===== src/rtl/fila_pkg.sv =====
// Shared widths and state encoding for the byte queue and its consumer.
package fila_pkg;

  localparam int DATA_W     = 8;
  localparam int LEN_W      = 8;
  localparam int FILA_DEPTH = 8;

  typedef enum logic [1:0] {
    IDLE,
    REQ,
    CAPT,
    OUT
  } leitor_state_t;

endpackage


===== src/rtl/leitor_fila.sv =====
// Queue consumer: pulses dequeue, captures the head byte, offers it on a valid/ready
// port, then waits for the queue occupancy to settle before the next request.
module leitor_fila
  import fila_pkg::*;
#(
  parameter int DATA_W_P      = DATA_W,
  parameter int LEN_W_P       = LEN_W,
  parameter int SETTLE_CYCLES = 2
) (
  input  logic                clk_10KHz,
  input  logic                reset,
  input  logic                enable,
  input  logic [LEN_W_P-1:0]  len_in,
  input  logic [DATA_W_P-1:0] data_in,
  output logic                dequeue_out,
  output logic [DATA_W_P-1:0] out_data,
  output logic                out_valid,
  input  logic                out_ready,
  output logic [LEN_W_P-1:0]  consumed_count,
  output logic                busy
);

  localparam logic [2:0] SETTLE_INIT = 3'(SETTLE_CYCLES);

  leitor_state_t       state_q, state_d;
  logic [2:0]          settle_q, settle_d;
  logic [DATA_W_P-1:0] data_q, data_d;
  logic [LEN_W_P-1:0]  count_q, count_d;

  // NOTE: every variable gets its hold value before the case so no path leaves it
  // unassigned; a missing default here would infer a latch.
  always_comb begin
    state_d  = state_q;
    settle_d = (settle_q != 3'd0) ? settle_q - 3'd1 : settle_q;
    data_d   = data_q;
    count_d  = count_q;
    unique case (state_q)
      IDLE: begin
        // Settle delay lets the queue's occupancy catch up after the last pop.
        if (enable && (len_in != '0) && (settle_q == 3'd0)) state_d = REQ;
      end
      REQ:  state_d = CAPT;
      CAPT: begin
        data_d   = data_in;
        settle_d = SETTLE_INIT;
        state_d  = OUT;
      end
      OUT: begin
        if (out_ready) begin
          count_d = count_q + LEN_W_P'(1);
          state_d = IDLE;
        end
      end
      default: state_d = IDLE;
    endcase
  end

  // NOTE: state registers use non-blocking assignments so every flop samples the
  // pre-edge values regardless of process evaluation order.
  always_ff @(posedge clk_10KHz or posedge reset) begin
    if (reset) begin
      state_q  <= IDLE;
      settle_q <= 3'd0;
      data_q   <= '0;
      count_q  <= '0;
    end else begin
      state_q  <= state_d;
      settle_q <= settle_d;
      data_q   <= data_d;
      count_q  <= count_d;
    end
  end

  // Moore outputs decoded from the state register, so reset clears them at once.
  assign dequeue_out    = (state_q == REQ);
  assign out_valid      = (state_q == OUT);
  assign out_data       = data_q;
  assign consumed_count = count_q;
  assign busy           = (state_q != IDLE) || (settle_q != 3'd0);

endmodule


===== config.mk =====
export PLATFORM = sky130hd
export DESIGN_NAME = leitor_fila
export DESIGN_NICKNAME = d
export VERILOG_FILES = /design/src/rtl/fila_pkg.sv /design/src/rtl/leitor_fila.sv
export SDC_FILE = /design/constraint.sdc
export NUM_CORES = 1
export LEC_CHECK = 0
export ABC_CLOCK_PERIOD_IN_PS = 1700
export CAP_MARGIN = 5
export CORE_MARGIN = 4
export CORE_UTILIZATION = 50
export DETAILED_ROUTE_END_ITERATION = 10
export DONT_BUFFER_PORTS = 1
export GPL_TIMING_DRIVEN = 0
export PLACE_DENSITY = 0.72
export SYNTH_ARGS = -nofsm -noshare
export SYNTH_HDL_FRONTEND = slang
export SYNTH_SLANG_ARGS = --single-unit

===== constraint.sdc =====
create_clock -name clk_10KHz -period 1.7 [get_ports clk_10KHz]
set_input_delay 0.34 -clock clk_10KHz [delete_from_list [all_inputs] [get_ports clk_10KHz]]
set_output_delay 0.34 -clock clk_10KHz [all_outputs]
set_load 0.05 [all_outputs]

* Word-level counts from Yosys, hierarchy flattened
Index checks and enable logic that the tools add are counted.
Storage, ports and cells: register bits 21, latch bits 0, RAM bits 0, bits in read-only memories 0, bits of input ports 20, memories kept 0
Cells by class: add/subtract/negate cells 2, $mul 0, divide/modulo/power cells 0, order comparisons 0, equal/unequal tests 5, shift operators 0, mux-type cells 5, bitwise logic cells 0, reductions and logical operators 11
Operators by type and width (count):
- $add 8x1->8 const B | 1
- $pmux 2 s4 | 1
- $reduce_bool 8->1 | 1
- $mux 3 | 2
- $eq 2x2->1 const B | 2
- $mux 2 | 2
- $reduce_and 2->1 | 2
- $reduce_bool 2->1 | 2
- $logic_not 3->1 | 1
- $reduce_bool 3->1 | 1
- $sub 3x1->3 const B | 1
- $eq 2x1->1 const B | 1
- $logic_and 1x1->1 | 2
- $logic_not 2->1 | 1
- $ne 2x1->1 const B | 1
- $ne 2x2->1 const B | 1
- $logic_or 1x1->1 | 1

* Depth between registers and ports, before layout
Gate-level depths: netlist of the first run.
depth after elaboration 5, mapped depth 8

* Worst setup path before layout of the first run
No wires, ideal clock.
kind flip-flop to flip-flop, start reg state_q[1], end reg state_q[0], data arrival time 1.670 ns, path slack -0.103 ns, cell stages (with the launch flop) 6, clock period less this slack 1.803 ns, cells stage by stage dfrtp_1 ha_1 nor2b_1 or4_1 mux2i_1 a221oi_1
On the way: longest elaborated chain between the ends 3, elaborated cells between the ends (all ways) 8, those cells by class eq/ne: 5; mux: 1; reduce/logical: 2
RTL lines:
- start: declaration | RTL line leitor_fila.sv:25 | leitor_state_t state_q, state_d;
- start signal: assignment | RTL line leitor_fila.sv:67 | state_q <= state_d;
- $eq 2x2->1 *
- named net out_valid | RTL line leitor_fila.sv:17 | output logic out_valid,
- $ne 2x1->1 (no line)
- $reduce_and 2->1 (no line)
Mark *: on every way through the listed nets, which the timed path passes. The rest lies on a longest branch. A chain may end at the register's enable or synchronous reset.

* Worst setup path after layout of the first run
start reg settle_q[0], end reg state_q[0]
On the way: longest elaborated chain between the ends 4
RTL lines:
- start: declaration | RTL line leitor_fila.sv:26 | logic [2:0] settle_q, settle_d;
- start signal: assignment | RTL line leitor_fila.sv:68 | settle_q <= settle_d;
- $logic_not 3->1 | RTL line leitor_fila.sv:40 | if (enable && (len_in != '0) && (settle_q == 3'd0)) state_d = REQ;
- $logic_and 1x1->1 | RTL line leitor_fila.sv:40
- $ne 2x2->1 (no line)
- $reduce_and 2->1 (no line)
No other way between the ends.

==> key figures, run 1 <==
Run status
  – Status: finished, violations left
  – Failing checks: setup timing

Layout
  – Antenna Cells: 0
  – Area Overhead vs Synth: 16.36%
  – Filler cell count: between 150 and 200
  – Area of the multi-input gates: roughly 530 um2
  – Layout cells sized above 1: 32.65%
  – Nets: approximately 130
  – FF+latch area: around 530 um2

Clock tree
  – # hold bufs at CTS: 0
  – CTS Buf Count: 3
  – Register clock-pin slew on the reported worst setup and hold paths: between 0.1 and 0.15 ns
  – Clk sink count: 21
  – Max Buffers Root-to-Sink: 2
  – CTS tree: built
  – Worst-Skew Late Latency: between 0.2 and 0.3 ns
  – CTS H-Tree Depth: 1
  – Clock Root Buffer: clkbuf_4

Timing
  – RSZ-0062 raised after global routing: yes
  – Fmax: between 500 and 600 MHz
  – Crit share post-route: 102.4%
  – Fin Clk Skew: 0.008342 ns
  – Final setup viols: 1
  – Fin crit period: between 1.5 and 2 ns
  – Worst slew pin tran: roughly 0.76 ns
  – Max-slew violations: 0
  – Fin. Hold Viols: 0
  – Rel. slew slack: about half
  – Final worst setup slack: -0.04130 ns

Route
  – Detailed Routing Iterations Pass 1: 3
  – Remaining antenna violation count after routing: 0
  – Final WL: between 1500 and 2000 um
  – Avg Vias per Cell: 5.320
  – Via count: 665
  – DRT iter0 DRCs: 7
  – Routed len/inst: 15.02 um
  – # DRC: 0

Setup path
  – CP endpoint kind: flop
  – Crit path max fanout: 3
  – Flop2flop setup slack: -0.04 ns
  – CP Launch Type: flop
  – CP required: approximately 1.9 ns
  – Arrival time at the worst endpoint: about 1.9 ns
  – Critical path class: reg -> reg

Global routing
  – First-pass GRT wire length: between 2000 and 3000 um
  – Total Routing Usage GR: 14.14%
  – Vias in the first global route: about 690
  – Antenna violations before repair: 0
  – Total grt overflow: 0
  – Largest net degree at the start of global routing: 22

Job
  – Max-Cap Viols: 0

Floorplanning
  – Row cnt: 16
  – Die Y: around 53 um
  – Horiz. Die Dim: around 53 um
  – Ports: 39
  – Die area: 0.002820 mm2
  – Core area: around 0.0019 mm2
  – Initial Util: between 50% and 60%

Yosys
  – Adder-cell share of the synthesized area: about 9.8%
  – Cell count after synthesis: 90
  – Largest area contributor in the netlist: dfrtp_1
  – Async SR Flop Fraction: between 90% and 100%
  – EDFF count, synth: 0
  – Mapped Nets: around 120
  – Xor and xnor area share after synthesis: 6.888%
  – Mux share of post-synthesis cell area: 11.93%
  – Mapped Area: 0.001017 mm2
  – Area contributors post-synth: dfrtp_1, mux2_2, ha_1
  – Synth unique cells: 23
  – Mean Syn Cell Area: 11.30 um2
  – Compound-Gate Fraction of Synth Area: 3.567%
  – Seq/Total Area, Yosys: between 50 and 60%
  – Simple-gate share of the synthesized area: 12.92%
  – Post-synth top area share: about half
  – Synthesized flop and latch total: 21
  – Synth warnings: 0
  – Main combinational cell family by area after synthesis: simple AND/OR/NAND/NOR gates
  – Predominant post-synthesis flop cell: dfrtp_1

Placed design
  – Routability Congestion: between 0.7 and 0.8
  – DP Worst Slack: -0.06924 ns
  – Port bufs: 0
  – Dpl hpwl: 1388 um

Hold path
  – Hold Path Class: in -> async
cell type report:
type	instances	area share [%]
clock buffers	4	2.220
repair buffers	5	3.171
inverters	6	1.903
plain buffers	1	0.4228
multi-input cells	61	44.93
well taps	27	2.854
flip-flops and latches	21	44.50
cell usage after synthesis (all sizes together), types with 2 or more instances:
cell type   n
buf         2
dfrtp      21
ha          8
inv         6
mux2        9
mux2i       2
nand2      11
nand3       2
nor2        8
nor4        2
xnor2       5
xor2        3
flip-flops by register name (all words and copies together), names as in the netlist:
name and count:
settle_q 3, out_data 8, consumed_count 8, state_q 2
timing repair:
| item | CTS | global route |
|---|---|---|
| gates resized for setup | 8 | 11 |
| setup buffers | 4 | 1 |
| pin swaps | 0 | 2 |
| setup endpoints to repair | 3 | 3 |
stage by stage:
stage	util [%]	instance area (um2)	cells	hold slack, ns	setup TNS (ns)
after floorplan	-	1020	90	0.3165	0
after global placement	54.25	1054	117	0.3976	-0.03498
after detailed placement	54.25	1054	117	0.4139	-0.06924
after CTS	59.02	1146	125	0.07968	0
after global routing	60.95	1184	125	0.1019	-0.1564
final	60.95	1184	125	0.05596	-0.04130
layer usage:
layer  up-vias  track usage (%)  share of wire, %
li1        315                -                 -
met1       325            16.27                41
met2        23            25.21                51
met3         2            2.535               6.3
met4         0            6.383              0.75
met5         -                0                 0
critical path, cell delays in order (launching register included):
cell and delay [ns]:
dfrtp_1 0.39, inv_1 0.06, ha_2 0.18, ha_4 0.19, nand2_4 0.06, or4_4 0.51, mux2i_2 0.18, a221oi_2 0.05
cell usage in the layout (no fill, tap or decap), types with 2 or more instances in the layout:
cell,instances
ha_4,2
nand3_1,2
nand2_1,9
ha_1,2
buf_4,5
ha_2,4
clkbuf_4,3
inv_1,5
mux2_2,9
xnor2_1,5
nor4_1,2
xor2_1,3
dfrtp_1,20
nor2_1,8
cells by family after synthesis:
group,after synthesis
and+or+nand+nor,29
AOI/OAI and AO/OA,5
DFF,21
xor gates and xnor gates,8
adders and majority gates,8
muxes,11
buffers and inverters,8
path summary, 6_finish.rpt:
kind | cells past startpoint | start | end
setup / recovery | 7 | settle_q[0] | state_q[0]
hold / removal | 1 | reset | out_data[5]
setup reg to reg | 7 | settle_q[0] | state_q[0]
hold reg to reg | 2 | settle_q[2] | settle_q[2]
max in group asynchronous | 1 | reset | state_q[1]
min in group clk_10KHz | 1 | data_in[6] | out_data[6]
Power of run 1 is left out: the tool's default activity adds up to more than one toggle a clock period on the data nets, which glitch-free logic cannot reach.
==> run 2: changes to the inputs <==
Settings changed: CORE_UTILIZATION 50 to 40, PLACE_DENSITY 0.72 to 0.6.
==> run 2 against run 1 <==
  * The run now ends clean
  * Final area up 1.2%
  * Via count up 0.90%
  * Worst setup slack better by 0.055 ns
  * Sequential cell count unchanged
  * Register-to-register slack better by 0.05 ns
  * First-iteration DRC count rose to 2.9 times the previous value
  * Critical path depth unchanged
  * Cell count up 1.6%
  * Global-route usage down 2.7 points
  * Non-clock buffer count down 1
==> key figures, run 2 (synthesis gave the netlist of run 1 again) <==
Run status
  – Status: finished, final reports clean

Placed design
  – Dpl hpwl: 1379 um
  – DP Worst Slack: -0.08715 ns
  – Routability Congestion: around 0.81
  – Placed cell area: 0.001057 mm2
  – Port bufs: 0

Layout
  – Commonest non-fill, non-tap cell in the layout: dfrtp_1
  – Most frequent cells in the layout: dfrtp_1, mux2_2, nand2_1, nor2_1, xnor2_1
  – Area Overhead vs Synth: 17.71%
  – FF+latch area: 526.8 um2
  – Nets: between 100 and 150
  – Filler cell count: 230
  – Layout Cell Area excl Fill: 0.001197 mm2
  – Area of the multi-input gates: around 550 um2
  – Layout cells sized above 1: between 30% and 40%
  – Antenna Cells: 0

Setup path
  – Critical path's slowest cell: or4_4
  – Crit path max fanout: 3
  – Most used cell, CP: ha_4
  – CP peak stage delay: around 0.52 ns
  – CP cell instances: inv_2 -> ha_4 -> ha_4 -> nand2_4 -> or4_4 -> mux2i_4 -> a221oi_2
  – Worst reg-to-reg path cell count: 7
  – Arrival time at the worst endpoint: between 1.5 and 2 ns
  – RR Endpoint: state_q[0]
  – CP Launch Type: flop
  – Critical path buffers and inverters: 1
  – Flop2flop setup slack: 0.01 ns
  – Critical path class: reg -> reg
  – CP top delay family: simple AND/OR/NAND/NOR gates
  – Reg-to-Reg Start: settle_q[0]
  – CP endpoint kind: flop
  – CP required: about 1.9 ns

Clock tree
  – Max Buffers Root-to-Sink: 2
  – Worst-Skew Late Latency: just under 0.3 ns
  – CTS tree: built
  – Register clock-pin slew on the reported worst setup and hold paths: around 0.10 ns
  – Clk sink count: 21
  – CTS Buf Count: 3
  – CTS H-Tree Depth: 1
  – Clock Root Buffer: clkbuf_4

Route
  – Via count: between 600 and 700
  – Routed len/inst: ~15 um
  – Detailed Routing Iterations Pass 1: 4
  – Final WL: 1842 um
  – Remaining antenna violation count after routing: 0
  – Avg Vias per Cell: approximately 5.3
  – DRT iter0 DRCs: 20
  – # DRC: 0

Timing
  – Rel. slew slack: 48.36%
  – Worst slew pin tran: around 0.77 ns
  – Fin. Hold Viols: 0
  – Final worst setup slack: 0.01353 ns
  – Fin crit period: between 1.5 and 2 ns
  – Max-slew violations: 0
  – Crit share post-route: between 90 and 100%
  – Fmax: between 500 and 600 MHz
  – Fin Clk Skew: between 0.0006 and 0.0007 ns
  – Final setup viols: 0
  – RSZ-0062 raised after global routing: yes
  – Setup tns final: 0 ns

Floorplanning
  – Die Y: ~58 um
  – Core area: 0.002455 mm2
  – Die area: about 0.0034 mm2
  – Ports: 39
  – Row cnt: 18
  – Initial Util: between 40 and 50%
  – Horiz. Die Dim: approximately 58 um

Global routing
  – Total Routing Usage GR: roughly 11%
  – Total grt overflow: 0
  – Antenna violations before repair: 0
  – First-pass GRT wire length: 3008 um
  – Largest net degree at the start of global routing: 22
  – Vias in the first global route: 717

Hold path
  – Hold Path Class: in -> async

Job
  – Max-Cap Viols: 0
## run 2: area by class of cell
type                            count  share of cell area [%]
Multi-Input combinational cell     61                   45.87
Clock buffer                        4                   2.194
Sequential cell                    21                   43.99
Inverter                            6                   1.881
Tap cell                           30                   3.135
Timing Repair Buffer                4                   2.508
Buffer                              1                  0.4180
## run 2: what timing repair did
item                       in CTS  in global routing
setup endpoints to repair       2                  2
hold buffers                    0                  0
buffers inserted                3                  1
pin swaps                       1                  4
gates resized for setup        11                 12
gates cloned                    0                  0
## run 2: per-stage QoR
| stage | cells | hold slack, ns | util, % |
|---|---|---|---|
| after global routing | 127 | 0.1297 | 48.78 |
| after floorplan | 90 | 0.3165 | - |
| after CTS | 127 | 0.08372 | 46.69 |
| after detailed placement | 120 | 0.4266 | 43.07 |
| after global placement | 120 | 0.4075 | 43.07 |
| final | 127 | 0.06762 | 48.78 |
## run 2: worst max path at each step
stage	to	slack (ns)	from	cells past startpoint
floorplan	state_q[0]	0.05	state_q[1]	5
finish	state_q[0]	0.01	settle_q[0]	7
detailed placement	state_q[0]	-0.09	state_q[1]	5
CTS	busy	-0.01	state_q[0]	3
global placement	state_q[0]	-0.05	state_q[1]	5
global route	state_q[0]	-0.06	settle_q[1]	7
## run 2: per-layer routing
layer | global-route usage (%) | up-vias | share of wire (%) | wire [um]
met5 | 0 | - | 0 | 0
met4 | 6.954 | 0 | 1.7 | 31
met3 | 4.167 | 4 | 7.3 | 134
met2 | 18.02 | 26 | 50 | 924
met1 | 13.29 | 327 | 41 | 751
li1 | - | 314 | - | -
Power of run 2 is left out for the same reason.
==> run 3: changes to the inputs <==
Settings changed: MAX_ROUTING_LAYER from default to met4, RECOVER_POWER from default to 25.
==> run 3 against run 2 <==
  * Utilization unchanged
  * Critical path depth is the same
  * Die area is the same
  * Worst setup slack did not move
  * Sequential share of layout area did not move
  * Wire length did not move
  * Global-route usage up 0.34 points
  * Clock skew is the same
  * Sequential cell count did not move
  * First-iteration DRC count unchanged
==> key figures, run 3 (synthesis gave the netlist of run 1 again) <==
Run status
  – Status: finished, final reports clean

Setup path
  – CP Launch Type: flop
  – Critical path's slowest cell: or4_4
  – CP endpoint kind: flop
  – Crit path max fanout: 3
  – Critical path class: reg -> reg
  – CP required: about 1.9 ns
  – Most used cell, CP: ha_4
  – Worst path depth: 7
  – CP peak stage delay: 0.52 ns
  – Worst reg-to-reg path cell count: 7
  – Critical path buffers and inverters: 1
  – CP top delay family: simple AND/OR/NAND/NOR gates
  – Arrival time at the worst endpoint: approximately 1.9 ns
  – CP cell instances: inv_2 -> ha_4 -> ha_4 -> nand2_4 -> or4_4 -> mux2i_4 -> a221oi_2

Timing
  – Fin. Hold Viols: 0
  – Fin Clk Skew: between 0.0006 and 0.0007 ns
  – RSZ-0062 raised after global routing: yes
  – Crit share post-route: 99.20%
  – Max-slew violations: 0
  – Fmax: between 500 and 600 MHz
  – Final setup viols: 0
  – Rel. slew slack: between 40% and 50%
  – Fin crit period: approximately 1.7 ns
  – Worst slew pin tran: around 0.77 ns

Placed design
  – Placed cell count: 120
  – Dpl hpwl: about 1400 um
  – Routability Congestion: between 0.8 and 0.9
  – Port bufs: 0

Job
  – Max-Cap Viols: 0

Floorplanning
  – Initial Util: between 40% and 50%
  – Die Y: between 50 and 60 um
  – Row cnt: 18
  – Ports: 39
  – Core area: between 0.002 and 0.0025 mm2
  – Horiz. Die Dim: slightly below 60 um
  – Die area: 0.003414 mm2

Route
  – Detailed Routing Iterations Pass 1: 4
  – Via count: about 670
  – Avg Vias per Cell: approximately 5.3
  – DRT iter0 DRCs: 20
  – # DRC: 0
  – Routed len/inst: ~15 um
  – Remaining antenna violation count after routing: 0
  – Final WL: about 1800 um

Global routing
  – Total Routing Usage GR: about an eighth
  – Vias in the first global route: roughly 720
  – Total grt overflow: 0
  – Antenna violations before repair: 0
  – Largest net degree at the start of global routing: 22
  – First-pass GRT wire length: ~3000 um

Clock tree
  – CTS tree: built
  – Clk sink count: 21
  – Register clock-pin slew on the reported worst setup and hold paths: around 0.10 ns
  – Max Buffers Root-to-Sink: 2
  – CTS Buf Count: 3
  – CTS H-Tree Depth: 1
  – Clock Root Buffer: clkbuf_4
  – Worst-Skew Late Latency: 0.29 ns

Layout
  – Commonest non-fill, non-tap cell in the layout: dfrtp_1
  – Area Overhead vs Synth: 17.71%
  – Filler cell count: 230
  – Final std cells w/o fill: ~130
  – Nets: about 130
  – Layout cells sized above 1: 34.02%
  – Most frequent cells in the layout: dfrtp_1, mux2_2, nand2_1, nor2_1, xnor2_1
  – Antenna Cells: 0

Hold path
  – Hold Path Class: in -> async
## run 3: cell counts in the layout (fill, tap and decap cells not counted)
Identical to the previous run, type by type.
## run 3: path summary, 6_finish.rpt
| path | startpoint | slack [ns] | endpoint |
|---|---|---|---|
| setup / recovery | settle_q[0] | 0.01 | state_q[0] |
| hold / removal | reset | 0.07 | out_data[0] |
| setup reg to reg | settle_q[0] | 0.01 | state_q[0] |
| hold reg to reg | settle_q[2] | 0.53 | settle_q[2] |
| max in group asynchronous | reset | 1.10 | state_q[1] |
| min in group clk_10KHz | data_in[5] | 0.19 | out_data[5] |
## run 3: metrics by stage
step	cell area (um2)	setup TNS [ns]	utilization [%]	setup WS [ns]	hold slack [ns]
finish	1197	0	48.78	0.01353	0.06762
global route	1197	-0.1108	48.78	-0.05947	0.1297
CTS	1146	-0.02457	46.69	-0.01231	0.08372
detailed placement	1057	-0.08715	43.07	-0.08715	0.4266
global placement	1057	-0.04536	43.07	-0.04536	0.4075
floorplan	1020	0	-	0.05169	0.3165
## run 3: worst reg2reg max path: cells and delay by family (launching register included)
family,cells,cell delay [ns]
mux,1,0.16
fa+ha+maj,2,0.29
simple gates,2,0.58
compound gates,1,0.05
buf+inv,1,0.07
flops,1,0.41
## run 3: repair_timing
| item | in CTS | in global routing |
|---|---|---|
| gates resized for setup | 11 | 12 |
| pin swaps | 1 | 4 |
| endpoints found under the setup margin | 2 | 2 |
| hold endpoints to repair | 0 | 0 |
| buffers inserted | 3 | 1 |
| hold buffers | 0 | 0 |
## run 3: cell type report
cell class | count | area [um2] | share of cell area [%]
well taps | 30 | 37.54 | 3.135
inverters | 6 | 22.52 | 1.881
clock buffers | 4 | 26.28 | 2.194
multi-input cells | 61 | 549.3 | 45.87
repair buffers | 4 | 30.03 | 2.508
plain buffers | 1 | 5.005 | 0.4180
flip-flops and latches | 21 | 526.8 | 43.99
## run 3: metal layers
layer / global-route usage (%) / wire length [um]
met1: 13.43 / 759
met2: 18.02 / 924
met3: 3.947 / 126
met4: 6.954 / 31
met5: - / 0
Power of run 3 is left out for the same reason.
